`src/rtl/sbox_pprm_pipe.sv`:
```
// Multi-lane AES forward/inverse S-box behind a valid/ready pipeline of 1..3 register stages.
// Define SBOX_PIPE_PERF_EN to add the perf_xfers/perf_stalls counters.
module sbox_pprm_pipe #(
  parameter int LANES       = 4,
  parameter int PIPE_STAGES = 3
) (
  input  logic                 clk,
  input  logic                 rst,
  input  logic                 in_valid,
  output logic                 in_ready,
  input  logic [8*LANES-1:0]   in_data,
  input  logic                 in_encrypt,
  output logic                 out_valid,
  input  logic                 out_ready,
  output logic [8*LANES-1:0]   out_data,
  output logic                 out_encrypt
`ifdef SBOX_PIPE_PERF_EN
  ,
  output logic [31:0]          perf_xfers,
  output logic [31:0]          perf_stalls
`endif
);

  localparam int W    = 8 * LANES;
  localparam int LAST = PIPE_STAGES - 1;
  typedef logic [W-1:0] word_t;

  function automatic logic [7:0] rotl8(input logic [7:0] x, input int n);
    return (x << n) | (x >> (8 - n));
  endfunction

  function automatic logic [7:0] affine(input logic [7:0] x);
    return x ^ rotl8(x, 1) ^ rotl8(x, 2) ^ rotl8(x, 3) ^ rotl8(x, 4) ^ 8'h63;
  endfunction

  function automatic logic [7:0] inv_affine(input logic [7:0] x);
    return rotl8(x, 1) ^ rotl8(x, 3) ^ rotl8(x, 6) ^ 8'h05;
  endfunction

  function automatic logic [7:0] gf_mul(input logic [7:0] a, input logic [7:0] b);
    logic [7:0] acc;
    logic [7:0] x;
    acc = 8'h00;
    x   = a;
    for (int i = 0; i < 8; i++) begin
      if (b[i]) acc = acc ^ x;
      x = {x[6:0], 1'b0} ^ (x[7] ? 8'h1b : 8'h00);
    end
    return acc;
  endfunction

  // a^254 as the product a^2 * a^4 * ... * a^128; maps 0 to 0 without a special case.
  function automatic logic [7:0] gf_inv(input logic [7:0] a);
    logic [7:0] sq;
    logic [7:0] acc;
    sq  = a;
    acc = 8'h01;
    for (int i = 1; i < 8; i++) begin
      sq  = gf_mul(sq, sq);
      acc = gf_mul(acc, sq);
    end
    return acc;
  endfunction

  function automatic word_t xform_in(input word_t w, input logic enc);
    word_t r;
    r = w;
    if (!enc)
      for (int l = 0; l < LANES; l++) r[8*l +: 8] = inv_affine(w[8*l +: 8]);
    return r;
  endfunction

  function automatic word_t xform_inv(input word_t w);
    word_t r;
    for (int l = 0; l < LANES; l++) r[8*l +: 8] = gf_inv(w[8*l +: 8]);
    return r;
  endfunction

  function automatic word_t xform_out(input word_t w, input logic enc);
    word_t r;
    r = w;
    if (enc)
      for (int l = 0; l < LANES; l++) r[8*l +: 8] = affine(w[8*l +: 8]);
    return r;
  endfunction

  word_t                  data_q  [PIPE_STAGES];
  word_t                  stage_d [PIPE_STAGES];
  logic [PIPE_STAGES-1:0] mode_q;
  logic [PIPE_STAGES-1:0] valid_q;
  logic [PIPE_STAGES-1:0] src_mode;
  logic [PIPE_STAGES-1:0] src_valid;
  logic [PIPE_STAGES-1:0] load;

  // A stage may load when empty or when its successor takes its content this cycle.
  always_comb begin
    logic carry;
    // NOTE: every always_comb output gets a default before any branch so no latch is inferred.
    load         = '0;
    src_mode     = '0;
    src_valid    = '0;
    carry        = out_ready;
    for (int k = LAST; k >= 0; k--) begin
      carry   = !valid_q[k] || carry;
      load[k] = carry;
    end
    src_valid[0] = in_valid;
    src_mode[0]  = in_encrypt;
    for (int k = 1; k < PIPE_STAGES; k++) begin
      src_valid[k] = valid_q[k-1];
      src_mode[k]  = mode_q[k-1];
    end
  end

  generate
    if (PIPE_STAGES == 3) begin : g_three
      always_comb begin
        stage_d[0] = xform_in(in_data, in_encrypt);
        stage_d[1] = xform_inv(data_q[0]);
        stage_d[2] = xform_out(data_q[1], mode_q[1]);
      end
    end else if (PIPE_STAGES == 2) begin : g_two
      always_comb begin
        stage_d[0] = xform_inv(xform_in(in_data, in_encrypt));
        stage_d[1] = xform_out(data_q[0], mode_q[0]);
      end
    end else if (PIPE_STAGES == 1) begin : g_one
      always_comb begin
        stage_d[0] = xform_out(xform_inv(xform_in(in_data, in_encrypt)), in_encrypt);
      end
    end else begin : g_bad
      $error("sbox_pprm_pipe: PIPE_STAGES must be 1, 2 or 3");
    end
  endgenerate

  always_ff @(posedge clk) begin
    if (rst) begin
      valid_q <= '0;
    end else begin
      for (int k = 0; k < PIPE_STAGES; k++)
        if (load[k]) valid_q[k] <= src_valid[k];
    end
  end

  // NOTE: inner data registers are qualified by their valid bit and need no reset;
  // only the output register is cleared so out_data/out_encrypt read 0 after reset.
  always_ff @(posedge clk) begin
    for (int k = 0; k < PIPE_STAGES; k++) begin
      if (load[k] && src_valid[k]) begin
        data_q[k] <= stage_d[k];
        mode_q[k] <= src_mode[k];
      end
    end
    if (rst) begin
      data_q[LAST] <= '0;
      mode_q[LAST] <= 1'b0;
    end
  end

  assign in_ready    = load[0] && !rst;
  assign out_valid   = valid_q[LAST];
  assign out_data    = data_q[LAST];
  assign out_encrypt = mode_q[LAST];

`ifdef SBOX_PIPE_PERF_EN
  always_ff @(posedge clk) begin
    if (rst) begin
      perf_xfers  <= '0;
      perf_stalls <= '0;
    end else begin
      if (out_valid && out_ready)  perf_xfers  <= perf_xfers + 32'd1;
      if (out_valid && !out_ready) perf_stalls <= perf_stalls + 32'd1;
    end
  end
`endif

endmodule
```
`config.mk`:
```
export PLATFORM = sky130hd
export DESIGN_NAME = sbox_pprm_pipe
export DESIGN_NICKNAME = d
export VERILOG_FILES = /design/src/rtl/sbox_pprm_pipe.sv
export SDC_FILE = /design/constraint.sdc
export NUM_CORES = 2
export LEC_CHECK = 0
export CAP_MARGIN = 5
export CORE_MARGIN = 10
export CORE_UTILIZATION = 50
export CTS_CLUSTER_DIAMETER = 150
export DETAILED_ROUTE_END_ITERATION = 8
export PLACE_DENSITY = 0.74
export SLEW_MARGIN = 25
export SYNTH_ARGS = -nofsm -noshare
export SYNTH_HDL_FRONTEND = slang
export SYNTH_SLANG_ARGS = --single-unit
export TNS_END_PERCENT = 100
```
`constraint.sdc`:
```
create_clock -name clk -period 15.24 [get_ports clk]
set_clock_uncertainty 0.2 [all_clocks]
set_input_delay 2.286 -clock clk [delete_from_list [all_inputs] [get_ports clk]]
set_output_delay 2.286 -clock clk [all_outputs]
set_load 0.005 [all_outputs]
```
# Yosys cells after proc, flatten, opt, wreduce, memory -nomap -nowiden

Memory sizes are Yosys's and may differ from the RTL's.
Index checks and enable logic that the tools add are counted.

Flip-flop bits (word level): 6
Bits in writable memories: 96
Bits of input ports: 37
Output and inout bits: 35
Logic and storage cells: 1658
Memories: 1

Muxes and demuxes: 823
Bitwise gates (word level): 817
Reductions and logical operators: 11

Memories:

| memory | depth | bits a word | read ports | clocked after memory_dff | wr ports | RTL line | text |
|---|---|---|---|---|---|---|---|
| data_q | 3     | 32          | 3          | 0                        | 3        | 87       | `word_t data_q [PIPE_STAGES];` |

Operators with widths:

| cell                             | number |
|---|---|
| 2-to-1 mux 8 bit                 | 420 |
| XOR 8 bit                        | 388 |
| XOR 8 x 5 -> 8 bit               | 364 |
| 2-to-1 mux 5 bit                 | 368 |
| 2-to-1 mux 32 bit                | 3 |
| OR 8 x 1 -> 8 bit                | 8 |
| OR 8 x 3 -> 8 bit                | 8 |
| OR 8 x 2 -> 8 bit                | 4 |
| OR 8 x 4 -> 8 bit                | 4 |
| OR 8 x 6 -> 8 bit                | 4 |
| 2-to-1 mux 7 bit                 | 4 |
| NOT 1 bit (first input constant) | 28 |
| 2-to-1 mux 6 bit                 | 4 |
| 2-to-1 mux 4 bit                 | 4 |
| NOT 4 bit                        | 4 |
| 2-to-1 mux 1 bit                 | 12 |
| 2-to-1 mux 3 bit                 | 4 |
| 2-to-1 mux 2 bit                 | 4 |
| NOT 2 bit                        | 4 |
| logical AND 1 bit                | 4 |
| logical NOT 1 bit                | 4 |
| logical OR 1 bit                 | 3 |
| OR 1 bit                         | 1 |

# Depth between registers and ports, before layout

Depth after elaboration: 127
Depth in mapped cells: 69
Depth with buffers taken out: 58

# Worst setup path before layout

Ideal clock, no wire load.

Path type: register to register
Start point: mem data_q[0][0] in the netlist's numbering
End point: mem data_q[1][0] in the netlist's numbering (data pin)
Library setup time: 266 ps
Data arrival time: 15192 ps
Required time: 14774 ps
Setup slack: -417 ps
Cell stages (with the launch flop): 66
Buffers on the path: 10
Period minus slack after synthesis: 15657 ps
Cell sequence: edfxtp_1 ha_1 nand2_1 xnor2_1 clkinv_1 clkbuf_1 clkbuf_1 ha_1 clkbuf_1 xnor3_1 mux2i_1 xnor3_1 inv_1 ha_1 clkbuf_1 nand2_1 xor2_1 xnor2_1 [30 not listed] xnor2_1 mux2i_1 xnor2_1 a22oi_1 xnor2_1 buf_2 mux2_1 a32oi_1 nor2_1 a2111oi_0 xor2_1 a21oi_1 xnor2_1 a21oi_1 xor2_1 nor2_1 nor4_1 xnor2_1

RTL lines:

| what            | RTL line |
|---|---|
| start, declared | 87 |

==> metrics.cfg <==
[setup_path]
rr_startpoint = data_q[0][16]
cp_top_family = XOR/XNOR gates
crit_path_max_incr_delay_ns = 0.57
crit_path_end_kind = register
r2r_slack_ns = 0.69
crit_top_cell = xnor2_1
crit_arrival_ns = 14.55
reg2reg_depth = 53
worstSetupPathType = register to register
rr_endpoint = data_q[1][22]
cp_num_buf_inv = 3
required_ns = 15.24
slowest_stage = xnor3_1
path_max_fanout = 10
startpoint_type = register

[drt]
first_pass_iters = 6
ant_nets = 0
via_count = 58510
wl_per_cell_um = 17.82
wirelength_mm = 174.9
drc = 0
drtIter0Drc = 5921
vias_per_cell = 5.962

[clocking]
cts.sinks = 102
clock_latency_ns = 0.46
root_buffer = clkbuf_16
cts_tree = built
cts_made_buffers = 9
clock_path_buffers = 2
cts.hold.buffers_added = 0
htree_num_levels = 3
clk_pin_slew_ns = 0.11

[worst_hold_path]
hold_class = register to register
whs_endpoint = mode_q[1]
min_from = mode_q[0]
hold_depth = 0

[timing]
hold_violations = 0
max_freq_mhz = 68.71
min_period_ns = 14.55
setup_viol = 0
rsz0062_at_grt = yes
slew_headroom = 0.2705
tightest_slew_ns = 1.086
fin_crit_sh = 0.9550
drv_slew = 0

[synthesis]
ys_types = 117
synth-main-ff-cell = edfxtp_1
synth_nets = 8245
ys_ff_latch = 102
synth-warning-count = 0
synth_seq_area_share = 0.04523
syn_inst = 8180
syn_area_per_cell_um2 = 7.305
synthArstFlopShare = 0
synth_area_um2 = 59750
synth_edf_count = 66

[placed_design]
gp_congestion = 0.9436
port_buffers = 71
dp_hpwl_mm = 124.6

[die]
rows = 126
core_area_um2 = 118400
die_y_um = 365.7
die_w_um = 365.7
io_pins = 72
initial_core_util = 0.5047
die-area_um2 = 133700

[global_route]
grt_pass1_vias = 54570
use_met1 = 0.3405
grt_use_total = 0.2439
grt_util_met2 = 0.3965
antenna_found_initial = 2
grt_pass1_wl_mm = 284.2
grt_start_max_net_pins = 66
met3_usage = 0.02785
grt.overflow.total = 0
busiest_layer = met2

[final_layout]
syn_to_final_growth_pct = 10.09
fin_nets = 8274
drive_gt1_frac = 0.1278
multiInputGateArea_um2 = 55980
antenna_cells = 0
area.sequential_um2 = 2703
mostFrequentLayoutCells = xnor2_1, nor2_1, nand2_1
fin_util = 0.5556
fillCellCount = 10910
mostFrequentLayoutCell = xnor2_1

[job]
drv_cap = 0

[outcome]
outcome = finished, final reports clean

-- worst register-to-register path, delay by kind of cell (launching register included) --
family | cells | cell delay (ns)
adder cells (fa/ha/maj) | 2 | 0.88
XOR/XNOR | 21 | 5.49
AO/OA/AOI/OAI | 17 | 3.80
buffers and inverters | 3 | 0.61
multiplexers | 2 | 0.87
flip-flops | 1 | 0.49
AND/OR/NAND/NOR | 8 | 2.00
-- through the flow --
| step | setup slack [ns] | instances | hold slack, ns | area, um^2 | TNS, ns |
|---|---|---|---|---|---|
| 2_1_floorplan | 0.05899 | 8180 | 0.2003 | 59770 | 0 |
| 3_3_place_gp | -0.4539 | 9702 | 0.2124 | 63560 | -2.390 |
| 3_5_place_dp | -0.7988 | 9702 | 0.2059 | 63610 | -7.099 |
| 4_1_cts | 0.0003251 | 9726 | 0.2484 | 64090 | 0 |
| 5_1_grt | -0.1376 | 9813 | 0.2740 | 65790 | -0.5125 |
| 6_report | 0.6861 | 9813 | 0.2450 | 65790 | 0 |
-- area by class of cell --
type,count,area share
multi-input combinational,7430,0.8509
timing repair buffer,558,0.06716
sequential,102,0.04108
tap,1600,0.03043
inverter,108,0.006219
clock buffer,9,0.003423
clock inverter,6,0.0007798
-- state kept, by name, summed over array words and instances, names as in the netlist --
name,flops
mode_q,3
data_q,96
valid_q,3
-- Yosys cell counts, types with 22 or more instances --
master | number | area, um^2
xor2_1 | 527 | 4616
inv_1 | 82 | 307.8
nand3_1 | 188 | 940.9
a221oi_1 | 27 | 236.5
o21ai_1 | 26 | 130.1
ha_1 | 28 | 350.3
xor2_2 | 52 | 845.8
xnor3_1 | 194 | 4369
clkbuf_1 | 330 | 1239
nor2b_1 | 47 | 294.0
buf_2 | 134 | 670.6
and2_1 | 43 | 269.0
a22oi_1 | 38 | 285.3
o21ai_0 | 373 | 1867
nand4_1 | 26 | 162.7
a211oi_1 | 123 | 923.4
and3_1 | 30 | 187.7
o211ai_1 | 62 | 465.5
xnor2_2 | 112 | 1822
a21oi_1 | 414 | 2072
nor4_1 | 27 | 168.9
or2_2 | 22 | 137.6
or3_1 | 53 | 331.6
xnor2_1 | 1704 | 14920
buf_1 | 43 | 161.4
mux2i_1 | 154 | 1541
edfxtp_1 | 66 | 1982
nor2_1 | 1246 | 4677
buf_4 | 27 | 202.7
xnor2_4 | 34 | 935.9
dfxtp_1 | 36 | 720.7
o21a_1 | 30 | 225.2
o221ai_1 | 30 | 262.8
o22ai_1 | 117 | 732.0
xor3_1 | 22 | 523.0
a31oi_1 | 68 | 425.4
nand2_1 | 844 | 3168
a32oi_1 | 37 | 324.1
mux2_2 | 38 | 427.9
nor3_1 | 204 | 1021
nand2b_1 | 53 | 331.6
a21o_1 | 24 | 180.2
-- metal layers --
layer / vias to the layer above / share of wire
li1: 28030 / -
met4: 2 / 0.020
met5: - / 0.000063
met1: 27710 / 0.45
met2: 2468 / 0.46
met3: 304 / 0.074
-- how the worst max path moves through the flow --
stage               cells past startpoint             to  slack, ns           from
finish                                 53  data_q[1][22]       0.69  data_q[0][16]
global placement                       56   data_q[1][0]      -0.45   data_q[0][0]
global route                           53  data_q[1][22]      -0.14  data_q[0][16]
floorplan                              66   data_q[1][0]       0.06   data_q[0][0]
CTS                                    55   data_q[1][1]     0.0003   data_q[0][0]
detailed placement                     56   data_q[1][0]      -0.80   data_q[0][0]
-- cells by family (layout without fill, tap and decap cells) --
family / Yosys count / after routing / synth area share
adders and majority gates: 28 / 28 / 0.005863
DFF: 102 / 102 / 0.04523
AOI/OAI and AO/OA: 1652 / 1652 / 0.1793
xor gates and xnor gates: 2669 / 2669 / 0.4791
and+or+nand+nor: 2878 / 2878 / 0.2083
buffers and inverters: 648 / 681 / 0.04596
muxes: 203 / 203 / 0.03625
-- repair_timing --
item | CTS | global route
resized for setup | 20 | 147
endpoints found under the setup margin | 31 | 32
pin swaps | 5 | 43
setup buffers | 9 | 87
Power is not shown: default switching activity piles up to over one toggle a cycle in this logic, so the estimate is an artifact.
